===== config.mk =====
export PLATFORM = sky130hd
export DESIGN_NAME = shift_register_piso
export DESIGN_NICKNAME = d
export VERILOG_FILES = /design/src/rtl/shift_register_pkg.sv /design/src/rtl/bit_counter.sv /design/src/rtl/shift_register_piso.sv
export SDC_FILE = /design/constraint.sdc
export NUM_CORES = 1
export LEC_CHECK = 0
export CAP_MARGIN = 15
export CORE_AREA = 5 5 53 45
export DETAILED_ROUTE_END_ITERATION = 12
export DIE_AREA = 0 0 58 50
export PLACE_DENSITY = 0.7
export SYNTH_ARGS = -nofsm -noshare
export SYNTH_HDL_FRONTEND = slang
export SYNTH_SLANG_ARGS = --single-unit
export TNS_END_PERCENT = 5

===== constraint.sdc =====
create_clock -name i_CLOCK_POS -period 1.3 [get_ports i_CLOCK_POS]
set_input_delay 0.325 -clock i_CLOCK_POS [delete_from_list [all_inputs] [get_ports i_CLOCK_POS]]
set_output_delay 0.325 -clock i_CLOCK_POS [all_outputs]
set_load 0.03 [all_outputs]

===== src/rtl/shift_register_pkg.sv =====
// Shared state encodings and width limits for the PISO shifter.
// The PARITY state only exists when SHIFT_REGISTER_PISO_PARITY_EN is defined.
package shift_register_pkg;

  localparam int unsigned WidthMin = 2;
  localparam int unsigned WidthMax = 32;

`ifdef SHIFT_REGISTER_PISO_PARITY_EN
  typedef enum logic [1:0] {
    StIdle   = 2'd0,
    StShift  = 2'd1,
    StParity = 2'd2
  } state_e;
`else
  typedef enum logic [1:0] {
    StIdle  = 2'd0,
    StShift = 2'd1
  } state_e;
`endif

endpackage


===== src/rtl/bit_counter.sv =====
// Modulo counter with synchronous clear, enable and terminal-count flag.
module bit_counter #(
  parameter int unsigned Modulus = 8,
  parameter int unsigned CntW    = $clog2(Modulus + 1)
) (
  input  logic            clk_i,
  input  logic            rst_ni,
  input  logic            clr_i,
  input  logic            en_i,
  output logic [CntW-1:0] cnt_o,
  output logic            tc_o
);

  logic [CntW-1:0] cnt_d, cnt_q;

  assign tc_o  = (cnt_q == CntW'(Modulus - 1));
  assign cnt_o = cnt_q;

  always_comb begin
    cnt_d = cnt_q;
    if (clr_i) begin
      cnt_d = '0;
    end else if (en_i) begin
      cnt_d = tc_o ? '0 : cnt_q + CntW'(1);
    end
  end

  always_ff @(posedge clk_i or negedge rst_ni) begin
    if (!rst_ni) begin
      cnt_q <= '0;
    end else begin
      cnt_q <= cnt_d;
    end
  end

endmodule


===== src/rtl/shift_register_piso.sv =====
// Parallel-in serial-out shifter with ready/valid load and registered serial outputs.
// Define SHIFT_REGISTER_PISO_PARITY_EN to append an even-parity bit to every frame.
module shift_register_piso
  import shift_register_pkg::*;
#(
  parameter int unsigned WIDTH     = 8,
  parameter bit          LSB_FIRST = 1'b0
) (
  input  logic             i_CLOCK_POS,
  input  logic             i_RESET_NEG,
  input  logic [WIDTH-1:0] i_LOAD_DATA,
  input  logic             i_LOAD_VALID,
  output logic             o_LOAD_READY,
  input  logic             i_SHIFT_EN,
  output logic             o_SIGNAL_OUT,
  output logic             o_SIGNAL_VALID,
  output logic             o_LAST_BIT
);

  localparam int unsigned CntW = $clog2(WIDTH + 1);

`ifdef SHIFT_REGISTER_PISO_PARITY_EN
  localparam bit ParityEn = 1'b1;
`else
  localparam bit ParityEn = 1'b0;
`endif

  if (WIDTH < WidthMin || WIDTH > WidthMax) begin : gen_width_check
    $error("shift_register_piso: WIDTH out of range");
  end

  state_e           state_d, state_q;
  logic [WIDTH-1:0] shreg_d, shreg_q;
  logic             out_d, out_q;
  logic             valid_d, valid_q;
  logic             last_d, last_q;
  logic             load_ready, do_load, frame_end;
  logic             cnt_clr, cnt_en, cnt_tc;
  logic [CntW-1:0]  cnt;

`ifdef SHIFT_REGISTER_PISO_PARITY_EN
  logic parity_d, parity_q;
`endif

  function automatic logic head_bit(input logic [WIDTH-1:0] w);
    return LSB_FIRST ? w[0] : w[WIDTH-1];
  endfunction

  // The register always holds the not-yet-presented bits aligned at the head.
  function automatic logic [WIDTH-1:0] advance(input logic [WIDTH-1:0] w);
    return LSB_FIRST ? (w >> 1) : (w << 1);
  endfunction

  bit_counter #(
    .Modulus(WIDTH)
  ) u_bit_counter (
    .clk_i (i_CLOCK_POS),
    .rst_ni(i_RESET_NEG),
    .clr_i (cnt_clr),
    .en_i  (cnt_en),
    .cnt_o (cnt),
    .tc_o  (cnt_tc)
  );

  assign load_ready   = (state_q == StIdle) || (last_q && i_SHIFT_EN);
  assign do_load      = i_LOAD_VALID && load_ready;
  assign o_LOAD_READY = load_ready;

  always_comb begin
    state_d   = state_q;
    shreg_d   = shreg_q;
    out_d     = out_q;
    valid_d   = valid_q;
    last_d    = last_q;
    cnt_clr   = 1'b0;
    cnt_en    = 1'b0;
    frame_end = 1'b0;
`ifdef SHIFT_REGISTER_PISO_PARITY_EN
    parity_d  = parity_q;
`endif

    case (state_q)
      StIdle: ;
      StShift: begin
        if (i_SHIFT_EN) begin
          if (!cnt_tc) begin
            cnt_en  = 1'b1;
            out_d   = head_bit(shreg_q);
            shreg_d = advance(shreg_q);
            last_d  = !ParityEn && (cnt == CntW'(WIDTH - 2));
          end else begin
`ifdef SHIFT_REGISTER_PISO_PARITY_EN
            state_d = StParity;
            out_d   = parity_q;
            last_d  = 1'b1;
`else
            frame_end = 1'b1;
`endif
          end
        end
      end
`ifdef SHIFT_REGISTER_PISO_PARITY_EN
      StParity: begin
        if (i_SHIFT_EN) begin
          frame_end = 1'b1;
        end
      end
`endif
      default: state_d = StIdle;
    endcase

    if (frame_end) begin
      state_d = StIdle;
      out_d   = 1'b0;
      valid_d = 1'b0;
      last_d  = 1'b0;
      cnt_clr = 1'b1;
    end

    // A load overrides frame end so back-to-back frames have no gap.
    if (do_load) begin
      state_d = StShift;
      cnt_clr = 1'b1;
      out_d   = head_bit(i_LOAD_DATA);
      shreg_d = advance(i_LOAD_DATA);
      valid_d = 1'b1;
      last_d  = 1'b0;
`ifdef SHIFT_REGISTER_PISO_PARITY_EN
      parity_d = ^i_LOAD_DATA;
`endif
    end
  end

  always_ff @(posedge i_CLOCK_POS or negedge i_RESET_NEG) begin
    if (!i_RESET_NEG) begin
      state_q  <= StIdle;
      shreg_q  <= '0;
      out_q    <= 1'b0;
      valid_q  <= 1'b0;
      last_q   <= 1'b0;
`ifdef SHIFT_REGISTER_PISO_PARITY_EN
      parity_q <= 1'b0;
`endif
    end else begin
      state_q  <= state_d;
      shreg_q  <= shreg_d;
      out_q    <= out_d;
      valid_q  <= valid_d;
      last_q   <= last_d;
`ifdef SHIFT_REGISTER_PISO_PARITY_EN
      parity_q <= parity_d;
`endif
    end
  end

  assign o_SIGNAL_OUT   = out_q;
  assign o_SIGNAL_VALID = valid_q;
  assign o_LAST_BIT     = last_q;

endmodule


==> Flow_metrics.wiki <==
{| class="wikitable"
! Metric !! Value
|-
| Most used flip-flop cell after synthesis || sky130_fd_sc_hd__dfrtp_1
|-
| Residual DRC count || 0
|-
| Synth Net Count || 81
|-
| Total I/O pin count || 16
|-
| Number of DRC markers in iteration 0 || 13
|-
| Cell chosen for the clock root || sky130_fd_sc_hd__clkbuf_4
|-
| Router iterations before antenna repair || 4
|-
| Post-Synth XOR/XNOR Area || 1.20%
|-
| Warning count from the yosys run || 0
|-
| Met1 track demand over resource || 18.5%
|-
| Total gr overflow || 0
|-
| Clock Latency Late Sink || 0.28 ns
|-
| Smallest setup slack after layout || -0.141 ns
|-
| Sequential element share of the synthesized area || 47.9%
|-
| Proportion of netlist area held by the largest area contributor || 47.9%
|-
| Largest voltage drop on the vdd net || 0.00103 V
|-
| WL per Instance || 14.9 um
|-
| Nets@finish || 122
|-
| Remaining antenna violation count after routing || 0
|-
| Commonest cells post-synth || 14 x sky130_fd_sc_hd__dfrtp_1, 8 x sky130_fd_sc_hd__inv_1, 6 x sky130_fd_sc_hd__nor3_1
|-
| Arrival time of the worst setup path || 1.59 ns
|-
| Data required time of the critical path || 1.45 ns
|-
| Failing checks || setup timing
|-
| Launching element type of the critical path || register
|-
| Post-route fraction of the period consumed by the critical path || 111%
|-
| Async SR Flop Fraction || 100%
|-
| Area after detailed placement || 1030 um^2
|-
| Layout fillers || 150
|-
| Initial antenna violation count || 0
|-
| Placement row count || 14
|-
| Cell area after layout || 1140 um^2
|-
| Leakage component of the power || 0.540 nW
|-
| Path type of the worst min-delay path || input port to async pin
|-
| Largest net degree at the start of global routing || 15
|-
| Yosys top cell by area || sky130_fd_sc_hd__dfrtp_1
|-
| Cell area after synthesis || 732 um^2
|-
| Routing usage on met3 || 3.39%
|-
| CTS tree || built
|-
| Top cells by area, synth || sky130_fd_sc_hd__dfrtp_1 48%, sky130_fd_sc_hd__a221oi_1 4.8%, sky130_fd_sc_hd__nor3_1 4.1%, sky130_fd_sc_hd__inv_1 4.1%, sky130_fd_sc_hd__ha_1 3.4%
|-
| Least-Margin Pin Slew || 0.252 ns
|-
| Combinational family with the most area after synthesis || compound AO/OA/AOI/OAI gates
|-
| Effective utilization at floorplan || 40.2%
|-
| Global-route wire length before repair || 3.00 mm
|-
| Final critical path time including I/O delays and setup || 1.44 ns
|-
| Level count of the clock H-tree || 1
|-
| Via count || 655
|-
| Post-route clock skew || 0.00979 ns
|-
| EDFF count, synth || 0
|-
| Number of vias per cell || 5.00
|-
| Simple logic cell fraction of the synthesized area || 14.9%
|-
| Cells after Synth || 67
|-
| CTS Sinks || 14
|-
| Post-cts hold buffer count || 0
|-
| Max_slew headroom || 83.1%
|-
| Max Fanout on Critical Path || 4
|-
| Share of layout cells above drive strength 1 || 41.1%
|-
| Die span in x || 58 um
|-
| All-Layer GR Usage || 14.0%
|-
| Element type at the critical path end || register
|-
| Outcome || finished with violations
|-
| Clock-pin slew on the worst setup and hold paths || 0.09 ns
|-
| Layer with the highest usage || met2
|-
| Final hold vios || 0
|-
| Routability congestion estimate || 0.749
|-
| Final Setup Violations || 11
|-
| Area growth syn-to-layout || 55.7%
|-
| Unrepaired setup endpoints after global routing || yes
|-
| Max Clk Rate || 694 MHz
|-
| Power Dens Cells || 2000 nW/um^2
|-
| Half-perimeter wire length after detailed placement || 1.36 mm
|-
| Die Y-Extent || 50 um
|-
| Aggregate routed wire length || 1.95 mm
|-
| Floorplan die area || 2900 um^2
|-
| Final max-slew violation count || 0
|-
| Syn_area_per_cell || 10.9 um^2
|-
| Synth unique cells || 27
|-
| Standard cell core area || 1820 um^2
|-
| Synthesis-stage register bit count || 14
|-
| Buffer depth of the longest clock path || 2
|-
| Crit Path Class || register to register
|-
| Total negative setup slack || -1.23 ns
|-
| # diodes || 0
|-
| I/O Buffers || 15
|-
| Synthesized-area fraction occupied by adder cells || 3.42%
|-
| MaxCap Viol Count || 0
|-
| Number of buffers added by the clock tree synthesis step || 3
|-
| Met2 usage || 19.7%
|-
| Multiplexer fraction of the synthesized cell area || 4.44%
|-
| Synthesized-area fraction occupied by ao, oa, aoi and oai cells || 23.6%
|-
| Most used standard cell by instance count after synthesis || sky130_fd_sc_hd__dfrtp_1
|-
| Via count of the first global-routing pass || 637
|}
[layout make-up]
class / count / area, um^2 / share of cell area [%]
Clock buffer: 4 / 36.3 / 3.18
Inverter: 9 / 33.8 / 2.96
Sequential cell: 14 / 353 / 31.0
Multi-Input combinational cell: 44 / 368 / 32.3
Timing Repair Buffer: 36 / 319 / 28.0
Tap cell: 24 / 30.0 / 2.63
[what timing repair did]
action                     4_1_cts  5_1_grt
setup endpoints to repair       12       14
gates resized for setup          6        8
setup buffers                    3        1
pin swaps                        1        9
[power by group]
group	switching [mW]	internal [mW]	leakage, nW	total [mW]
registers	0.120	0.624	0.167	0.744
logic	0.581	0.640	0.352	1.22
clock network	0.145	0.170	0.0210	0.315
total	0.846	1.43	0.540	2.28
[final timing paths]
check / startpoint / cells past startpoint / slack [ns] / end
hold reg to reg: shreg_q[1] / 1 / 0.51 / shreg_q[1]
hold / removal: i_RESET_NEG / 2 / 0.34 / o_SIGNAL_VALID
setup reg to reg: u_bit_counter.cnt_o[1] / 5 / -0.14 / shreg_q[5]
min in group i_CLOCK_POS: shreg_q[1] / 1 / 0.51 / shreg_q[1]
setup / recovery: u_bit_counter.cnt_o[1] / 5 / -0.14 / shreg_q[5]
max in group asynchronous: i_RESET_NEG / 2 / 0.76 / o_LAST_BIT
[flip-flops by register name, summed over array words and instances (netlist names)]
| signal | count |
|---|---|
| u_bit_counter.cnt_o | 4 |
| o_SIGNAL_VALID | 1 |
| o_SIGNAL_OUT | 1 |
| o_LAST_BIT | 1 |
| shreg_q | 7 |
[cells in the final DEF, fill, tap and decap left out, types with 2 or more instances in the layout]
| cell type | netlist | layout |
|---|---|---|
| sky130_fd_sc_hd__nand2_1 | 3 | 3 |
| sky130_fd_sc_hd__inv_1 | 8 | 8 |
| sky130_fd_sc_hd__buf_4 | 0 | 19 |
| sky130_fd_sc_hd__nand3_1 | 4 | 4 |
| sky130_fd_sc_hd__buf_6 | 0 | 6 |
| sky130_fd_sc_hd__nor3_1 | 6 | 6 |
| sky130_fd_sc_hd__a221oi_1 | 4 | 2 |
| sky130_fd_sc_hd__clkbuf_4 | 0 | 3 |
| sky130_fd_sc_hd__a221oi_2 | 0 | 2 |
| sky130_fd_sc_hd__a22o_1 | 2 | 2 |
| sky130_fd_sc_hd__dfrtp_1 | 14 | 12 |
| sky130_fd_sc_hd__nor2_1 | 3 | 3 |
| sky130_fd_sc_hd__dfrtp_2 | 0 | 2 |
| sky130_fd_sc_hd__mux2_2 | 2 | 2 |
| sky130_fd_sc_hd__a31oi_1 | 2 | 2 |
| sky130_fd_sc_hd__clkdlybuf4s50_1 | 0 | 10 |
[routing by layer]
layer  wire (um)  vias to the layer above
met5           0                        -
met4          34                        0
met3         111                        2
met2         929                       19
met1         878                      304
li1            -                      330
[through the flow]
stage / std cells / setup slack [ns] / power, mW / hold slack (ns) / utilization [%]
after floorplan: 67 / -0.105 / 1.34 / 0.0294 / -
after global placement: 123 / -0.327 / 1.75 / 0.505 / 56.7
after detailed placement: 123 / -0.350 / 1.79 / 0.494 / 56.7
after CTS: 130 / -0.130 / 2.20 / 0.348 / 60.6
after global routing: 131 / -0.208 / 2.43 / 0.363 / 62.6
final: 131 / -0.141 / 2.28 / 0.345 / 62.6
[worst max-delay path, cell delays in order (launching register included)]
cell and delay [ns]:
sky130_fd_sc_hd__dfrtp_1 0.39, sky130_fd_sc_hd__ha_2 0.19, sky130_fd_sc_hd__and3b_2 0.23, sky130_fd_sc_hd__a211oi_4 0.28, sky130_fd_sc_hd__buf_6 0.16, sky130_fd_sc_hd__a221oi_1 0.07
[kinds of logic after synthesis]
family                     count (synthesis)
AOI/OAI and AO/OA                         17
xor gates and xnor gates                   1
adders and majority gates                  2
buffers and inverters                      9
DFF                                       14
muxes                                      3
and+or+nand+nor                           21
No activity file was read; power rests on OpenSTA's default activity.
